`config.mk`:
```
export PLATFORM = sky130hd
export DESIGN_NAME = uart_rx_buf_ctrl
export DESIGN_NICKNAME = d
export VERILOG_FILES = /design/src/rtl/uart_rx_buf_ctrl_pkg.sv /design/src/rtl/uart_sync_fifo.sv /design/src/rtl/uart_rx_buf_ctrl.sv
export SDC_FILE = /design/constraint.sdc
export NUM_CORES = 1
export LEC_CHECK = 0
export CAP_MARGIN = 25
export CORE_MARGIN = 4
export CORE_UTILIZATION = 64
export CTS_BUF_LIST = sky130_fd_sc_hd__clkbuf_4 sky130_fd_sc_hd__clkbuf_8 sky130_fd_sc_hd__clkbuf_16
export CTS_CLUSTER_SIZE = 8
export DETAILED_ROUTE_END_ITERATION = 16
export DONT_BUFFER_PORTS = 1
export GPL_TIMING_DRIVEN = 0
export PLACE_DENSITY = 0.91
export SYNTH_ARGS = -nofsm -noshare
export SYNTH_HDL_FRONTEND = slang
export SYNTH_SLANG_ARGS = --single-unit
```
`constraint.sdc`:
```
create_clock -name clk -period 4.5 [get_ports clk]
set_input_delay 0.9 -clock clk [delete_from_list [all_inputs] [get_ports clk]]
set_output_delay 0.9 -clock clk [all_outputs]
set_load 0.02 [all_outputs]
```
`src/rtl/uart_rx_buf_ctrl_pkg.sv`:
```
// Shared types for the UART receive buffer controller.
// Timer states and rx_dout status-bit positions.
package uart_rx_buf_ctrl_pkg;

  typedef enum logic [1:0] {
    T_IDLE    = 2'd0,
    T_COUNT   = 2'd1,
    T_EXPIRED = 2'd2
  } tstate_e;

  function automatic int perr_bit(input int dbo);
    return dbo - 1;
  endfunction

  function automatic int ferr_bit(input int dbo);
    return dbo - 2;
  endfunction

endpackage

```
`src/rtl/uart_sync_fifo.sv`:
```
// Synchronous FIFO with a registered show-ahead head entry.
// Head is reloaded on first write into empty or on every pop.
module uart_sync_fifo #(
  parameter  int WIDTH = 10,
  parameter  int DEPTH = 16,
  localparam int AW    = $clog2(DEPTH),
  localparam int LW    = AW + 1
) (
  input  logic             clk,
  input  logic             reset_n,
  input  logic             wr_en,
  input  logic [WIDTH-1:0] wr_data,
  input  logic             rd_en,
  output logic             rd_valid,
  output logic [WIDTH-1:0] rd_data,
  output logic [LW-1:0]    level
);

  logic [WIDTH-1:0] mem_q [DEPTH];
  logic [AW-1:0]    wr_ptr_q, rd_ptr_q, nxt_idx;
  logic [LW-1:0]    cnt_q, cnt_d;
  logic [WIDTH-1:0] head_q, head_d;
  logic             load_head;

  // Bypass the write data when the new head slot is written this cycle.
  always_comb begin
    cnt_d     = cnt_q + LW'(wr_en) - LW'(rd_en);
    nxt_idx   = rd_en ? rd_ptr_q + AW'(1) : rd_ptr_q;
    load_head = (cnt_d != '0) && ((cnt_q == '0) || rd_en);
    head_d    = (wr_en && (nxt_idx == wr_ptr_q)) ? wr_data
                                                 : mem_q[nxt_idx];
  end

  always_ff @(posedge clk) begin
    if (wr_en) mem_q[wr_ptr_q] <= wr_data;
  end

  always_ff @(posedge clk or negedge reset_n) begin
    if (!reset_n) begin
      wr_ptr_q <= '0;
      rd_ptr_q <= '0;
      cnt_q    <= '0;
      head_q   <= '0;
    end else begin
      if (wr_en) wr_ptr_q <= wr_ptr_q + AW'(1);
      if (rd_en) rd_ptr_q <= rd_ptr_q + AW'(1);
      cnt_q <= cnt_d;
      if (load_head) head_q <= head_d;
    end
  end

  assign rd_valid = (cnt_q != '0);
  assign rd_data  = head_q;
  assign level    = cnt_q;

endmodule

```
`src/rtl/uart_rx_buf_ctrl.sv`:
```
// Receive-side buffer controller: FIFO, sticky flags,
// character-timeout timer and level interrupt.
module uart_rx_buf_ctrl
  import uart_rx_buf_ctrl_pkg::*;
#(
  parameter  int DATA_BIT     = 8,
  parameter  int DATA_BIT_OUT = 10,
  parameter  int DEPTH        = 16,
  parameter  int TIMEOUT_BITS = 40,
  localparam int LW           = $clog2(DEPTH) + 1
) (
  input  logic                    clk,
  input  logic                    reset_n,
  input  logic [15:0]             baud_divisor,
  input  logic                    rx_en,
  input  logic                    rx_done_tick,
  input  logic [DATA_BIT_OUT-1:0] rx_dout,
  output logic                    rd_valid,
  input  logic                    rd_ready,
  output logic [DATA_BIT-1:0]     rd_data,
  output logic                    rd_perr,
  output logic                    rd_ferr,
  output logic [LW-1:0]           level,
  input  logic [LW-1:0]           irq_thresh,
  input  logic                    clr_status,
  output logic                    overrun,
  output logic                    err_seen,
  output logic                    rx_timeout,
  output logic                    irq
);

  localparam int PERR = perr_bit(DATA_BIT_OUT);
  localparam int FERR = ferr_bit(DATA_BIT_OUT);
  localparam int TW   = $clog2(TIMEOUT_BITS + 1);
  localparam int W    = DATA_BIT + 2;

  logic          push, pop, full, wr_en, act, bit_tick;
  logic [LW-1:0] lvl_nxt;
  logic [W-1:0]  wr_data, head;

  assign push    = rx_done_tick & rx_en;
  assign pop     = rd_valid & rd_ready;
  assign full    = (level == LW'(DEPTH));
  assign wr_en   = push & (~full | pop);
  assign wr_data = {rx_dout[PERR], rx_dout[FERR],
                    rx_dout[DATA_BIT-1:0]};
  assign lvl_nxt = level + LW'(wr_en) - LW'(pop);

  uart_sync_fifo #(
    .WIDTH (W),
    .DEPTH (DEPTH)
  ) u_fifo (
    .clk      (clk),
    .reset_n  (reset_n),
    .wr_en    (wr_en),
    .wr_data  (wr_data),
    .rd_en    (pop),
    .rd_valid (rd_valid),
    .rd_data  (head),
    .level    (level)
  );

  assign {rd_perr, rd_ferr, rd_data} = head;

  logic overrun_q, overrun_d;
  logic err_seen_q, err_seen_d;
  logic irq_q, irq_d;
  logic tout_q;

  always_comb begin
    overrun_d  = (push & full & ~pop) | (overrun_q & ~clr_status);
    err_seen_d = (wr_en & (wr_data[W-1] | wr_data[W-2]))
               | (err_seen_q & ~clr_status);
    irq_d      = ((irq_thresh != '0) && (level >= irq_thresh))
               | tout_q | overrun_q | err_seen_q;
  end

  always_ff @(posedge clk or negedge reset_n) begin
    if (!reset_n) begin
      overrun_q  <= 1'b0;
      err_seen_q <= 1'b0;
      irq_q      <= 1'b0;
    end else begin
      overrun_q  <= overrun_d;
      err_seen_q <= err_seen_d;
      irq_q      <= irq_d;
    end
  end

  tstate_e       state_q;
  logic [15:0]   bit_cnt_q;
  logic [TW-1:0] tcnt_q;

  assign act      = push | pop;
  assign bit_tick = (bit_cnt_q >= baud_divisor);

  // Later assignments to tout_q win over the clr_status clear.
  always_ff @(posedge clk or negedge reset_n) begin
    if (!reset_n) begin
      state_q   <= T_IDLE;
      bit_cnt_q <= '0;
      tcnt_q    <= '0;
      tout_q    <= 1'b0;
    end else begin
      if (clr_status) tout_q <= 1'b0;
      if (rx_en) begin
        unique case (state_q)
          T_IDLE: begin
            bit_cnt_q <= '0;
            tcnt_q    <= '0;
            if (lvl_nxt != '0) state_q <= T_COUNT;
          end
          T_COUNT: begin
            if (lvl_nxt == '0) begin
              state_q   <= T_IDLE;
              bit_cnt_q <= '0;
              tcnt_q    <= '0;
            end else if (act) begin
              bit_cnt_q <= '0;
              tcnt_q    <= '0;
            end else if (bit_tick) begin
              bit_cnt_q <= '0;
              tcnt_q    <= tcnt_q + TW'(1);
              if (tcnt_q == TW'(TIMEOUT_BITS - 1)) begin
                state_q <= T_EXPIRED;
                tout_q  <= 1'b1;
              end
            end else begin
              bit_cnt_q <= bit_cnt_q + 16'd1;
            end
          end
          T_EXPIRED: begin
            if (act) begin
              tout_q    <= 1'b0;
              bit_cnt_q <= '0;
              tcnt_q    <= '0;
              state_q   <= (lvl_nxt == '0) ? T_IDLE : T_COUNT;
            end
          end
          default: state_q <= T_IDLE;
        endcase
      end
    end
  end

  assign overrun    = overrun_q;
  assign err_seen   = err_seen_q;
  assign rx_timeout = tout_q;
  assign irq        = irq_q;

endmodule

```
==> flow_summary.json <==
{
  "io_pins": 57,
  "grt_pass1_vias": 7894,
  "report.final.slew_viol_count": 0,
  "drtAntennaViolNets": 0,
  "clockBufferDepth": 3,
  "io_buffers": 0,
  "cp_cell_sequence": "inv_2 -> ha_2 -> or4b_4 -> and2_4 -> o21ai_2 -> ha_2 -> inv_1 -> fa_1 -> inv_1 -> or3_1 -> a211o_1 -> nand3_4 -> o21ai_1 -> buf_4 -> or3_1 -> a21oi_2",
  "clock_skew_ns": 0.0344,
  "powerDensity_nw_per_um2": 644,
  "finalNetCount": 950,
  "max_freq_mhz": 227,
  "p_leak_nw": 4.41,
  "fin_tns_setup_ns": 0,
  "rows": 47,
  "seq_area_um2": 6080,
  "avgSynthCellArea_um2": 13.0,
  "drt-pass1-iter-count": 6,
  "cts_max_level": 1,
  "grt_pass1_wl_um": 44000,
  "antenna_found_initial": 0,
  "timing.rr.end": "tcnt_q[4]",
  "synth_enable_flop_cells": 160,
  "p_int_w": 0.00481,
  "vias": 7863,
  "routed_wl_um": 28600,
  "insertion_delay_ns": 0.55,
  "synthArstFlopShare_pct": 24.2,
  "clk_pin_slew_worst_paths_ns": 0.05,
  "final_util_pct": 72.7,
  "dieArea_um2": 19100,
  "min_period_over_period_pct": 98.0,
  "syn-instance-count": 838,
  "detail_route.wl_per_cell_um": 25.9,
  "place_ws_ns": -0.385,
  "cts_sinks": 211,
  "worst_slack_ns": 0.0917,
  "reg2reg_depth": 16,
  "initialDrtViolationCount": 1052,
  "die_x_um": 138,
  "root_buffer": "clkbuf_16",
  "core_area_um2": 16600,
  "power_frac_comb_pct": 40.8,
  "grt_overflow": 0,
  "n_antenna_cell": 0,
  "worst_pin_slew_ns": 0.901,
  "syn-cell-area_um2": 10900,
  "worstPathMaxFanout": 20,
  "die_y_um": 138,
  "p_sw_share_pct": 38.2,
  "start_kind": "register",
  "worstReg2RegStart": "u_fifo.level[3]",
  "drive_gt1_share_pct": 18.8,
  "hold_path.class": "in2async",
  "gp_congestion": 0.938,
  "syn-num-nets": 914,
  "period_needed_ns": 4.41,
  "postCtsHoldBufs": 0,
  "p_seq_share_pct": 32.7,
  "avgViaCountPerCell": 7.12,
  "crit_path_max_incr_delay_ns": 0.55,
  "synthFlopType": "edfxtp_1",
  "grt_usage_pct": 29.2,
  "setup_viol": 0,
  "synth_seq_area_share_pct": 55.9,
  "yosysWarningCount": 0,
  "crit_type": "reg2reg",
  "cp_data_required_time_ns": 4.97,
  "hold_viol": 0,
  "slowest_stage": "or4b_4",
  "end_kind": "register",
  "cp-startpoint": "u_fifo.level[3]",
  "irDropWorstVdd_uv": 403,
  "dp_hpwl_um": 18200,
  "drc_errors": 0,
  "reg2reg_setup_slack_ns": 0.09,
  "numCtsBuffers": 30,
  "slew_headroom_pct": 39.7,
  "p_sw_w": 0.00298,
  "status": "finished clean",
  "multiInputGateArea_um2": 4450,
  "power_frac_clock_pct": 26.5,
  "nFillCells": 960,
  "grt_max_degree": 52,
  "arrival_ns": 4.88,
  "ys_seq_elements": 211,
  "area_growth_pct": 11.2,
  "cts_tree": "done",
  "yosysUniqueCellTypes": 61,
  "maxCapViolCount": 0,
  "initial_core_util_pct": 65.4
}
==> through the flow <==
step	power [W]	hold slack, ns	area (um^2)	std cells
6_report	0.00779	0.0441	12100	1104
5_1_grt	0.00806	0.0339	12100	1104
4_1_cts	0.00764	0.0398	12000	1100
3_5_place_dp	0.00554	0.532	11200	1058
3_3_place_gp	0.00543	0.523	11200	1058
2_1_floorplan	0.00471	0.486	10900	838
==> power groups by stage <==
| stage | Clock (W) | Sequential (W) | Combinational, W |
|---|---|---|---|
| detailed placement | 0 | 0.00257 | 0.00296 |
| global placement | 0 | 0.00256 | 0.00286 |
| floorplan | 0 | 0.00252 | 0.00218 |
| CTS | 0.00206 | 0.00254 | 0.00304 |
| finish | 0.00206 | 0.00255 | 0.00317 |
| global route | 0.00215 | 0.00256 | 0.00334 |
==> logic make-up (layout without fill, tap and decap cells) <==
kind of cell,after synthesis,after routing,synth area share (%)
adders and majority gates,39,39,4.55
DFF,211,211,55.9
AOI/OAI and AO/OA,185,185,12.5
xor gates and xnor gates,22,22,1.77
and+or+nand+nor,189,189,8.72
muxes,105,105,13.0
buffers and inverters,87,133,3.54
==> synth_stat cells, types with 16 or more instances <==
| library cell | instances | area share [%] |
|---|---|---|
| mux2_2 | 45 | 4.7 |
| clkbuf_1 | 22 | 0.76 |
| a211oi_1 | 28 | 1.9 |
| a21oi_1 | 32 | 1.5 |
| nand2_1 | 44 | 1.5 |
| o21ai_0 | 22 | 1.0 |
| a221oi_1 | 38 | 3.1 |
| nor2_1 | 59 | 2.0 |
| buf_2 | 17 | 0.78 |
| mux4_2 | 24 | 5.0 |
| ha_1 | 38 | 4.4 |
| dfrtp_1 | 51 | 12 |
| and2_1 | 16 | 0.92 |
| mux2i_1 | 34 | 3.1 |
| edfxtp_1 | 160 | 44 |
| inv_1 | 40 | 1.4 |
==> worst max-delay path, delay by kind of cell (launching register included) <==
family | cells | cell delay (ns)
AND/OR/NAND/NOR | 5 | 1.74
flip-flops | 1 | 0.49
adder cells (fa/ha/maj) | 3 | 0.85
buffers and inverters | 4 | 0.42
AO/OA/AOI/OAI | 4 | 0.80
==> layer usage <==
layer | up-vias | GRT usage, % | part of all wire (%)
li1 | 3314 | - | -
met1 | 3841 | 37.8 | 36
met2 | 592 | 46.6 | 48
met3 | 116 | 5.73 | 11
met4 | 0 | 16.2 | 5.1
met5 | - | 0 | 0
==> flip-flops by register name, indices dropped and copies added, names as in the netlist, 2 cells and up <==
signal,cells
tcnt_q,6
bit_cnt_q,16
state_q,2
u_fifo.rd_ptr_q,4
u_fifo.level,5
u_fifo.wr_ptr_q,4
u_fifo.rd_data,10
u_fifo.mem_q,160
==> cells in the final DEF, fill, tap and decap left out, types with 4 or more instances in the layout <==
cell type and instances:
a211o_1 4, nand2b_1 8, mux2_2 45, and2_1 16, inv_1 38, o22ai_1 12, o21ai_1 16, nand3_1 13
a221oi_1 38, nor3_1 6, buf_4 8, nand2_1 44, a222oi_1 9, xnor2_1 11, ha_1 36, mux2i_1 34
o21ai_0 20, or3_1 7, a21oi_1 31, and3_1 6, a211oi_1 28, nor2b_1 6, dfrtp_1 49, clkbuf_1 20
nor2_1 59, buf_2 16, a2111oi_1 9, edfxtp_1 160, nor3b_2 4, nor3b_1 4, clkbuf_16 31, mux4_2 24
xor2_1 11, clkbuf_4 10
==> area by class of cell <==
class	instances	share of cell area [%]
Inverter	40	1.24
Multi-Input combinational cell	540	36.8
Sequential cell	211	50.3
Buffer	45	1.85
Clock inverter	1	0.0621
Tap cell	220	2.28
Timing Repair Buffer	6	0.404
Clock buffer	41	7.04
==> worst max-delay path by stage <==
stage | to | cells after the start | slack (ns)
finish | tcnt_q[4] | 16 | 0.09
floorplan | tcnt_q[3] | 18 | 0.34
CTS | tcnt_q[3] | 17 | 0.02
detailed placement | tcnt_q[4] | 19 | -0.38
global placement | bit_cnt_q[13] | 19 | -0.18
global route | tcnt_q[4] | 16 | -0.03
==> what timing repair did <==
item / 4_1_cts / 5_1_grt
setup buffers: 1 / 4
resized for setup: 6 / 8
endpoints found under the setup margin: 32 / 14
pin swaps: 1 / 2
gates cloned: 0 / 1
(Power assumes the default switching activity.)
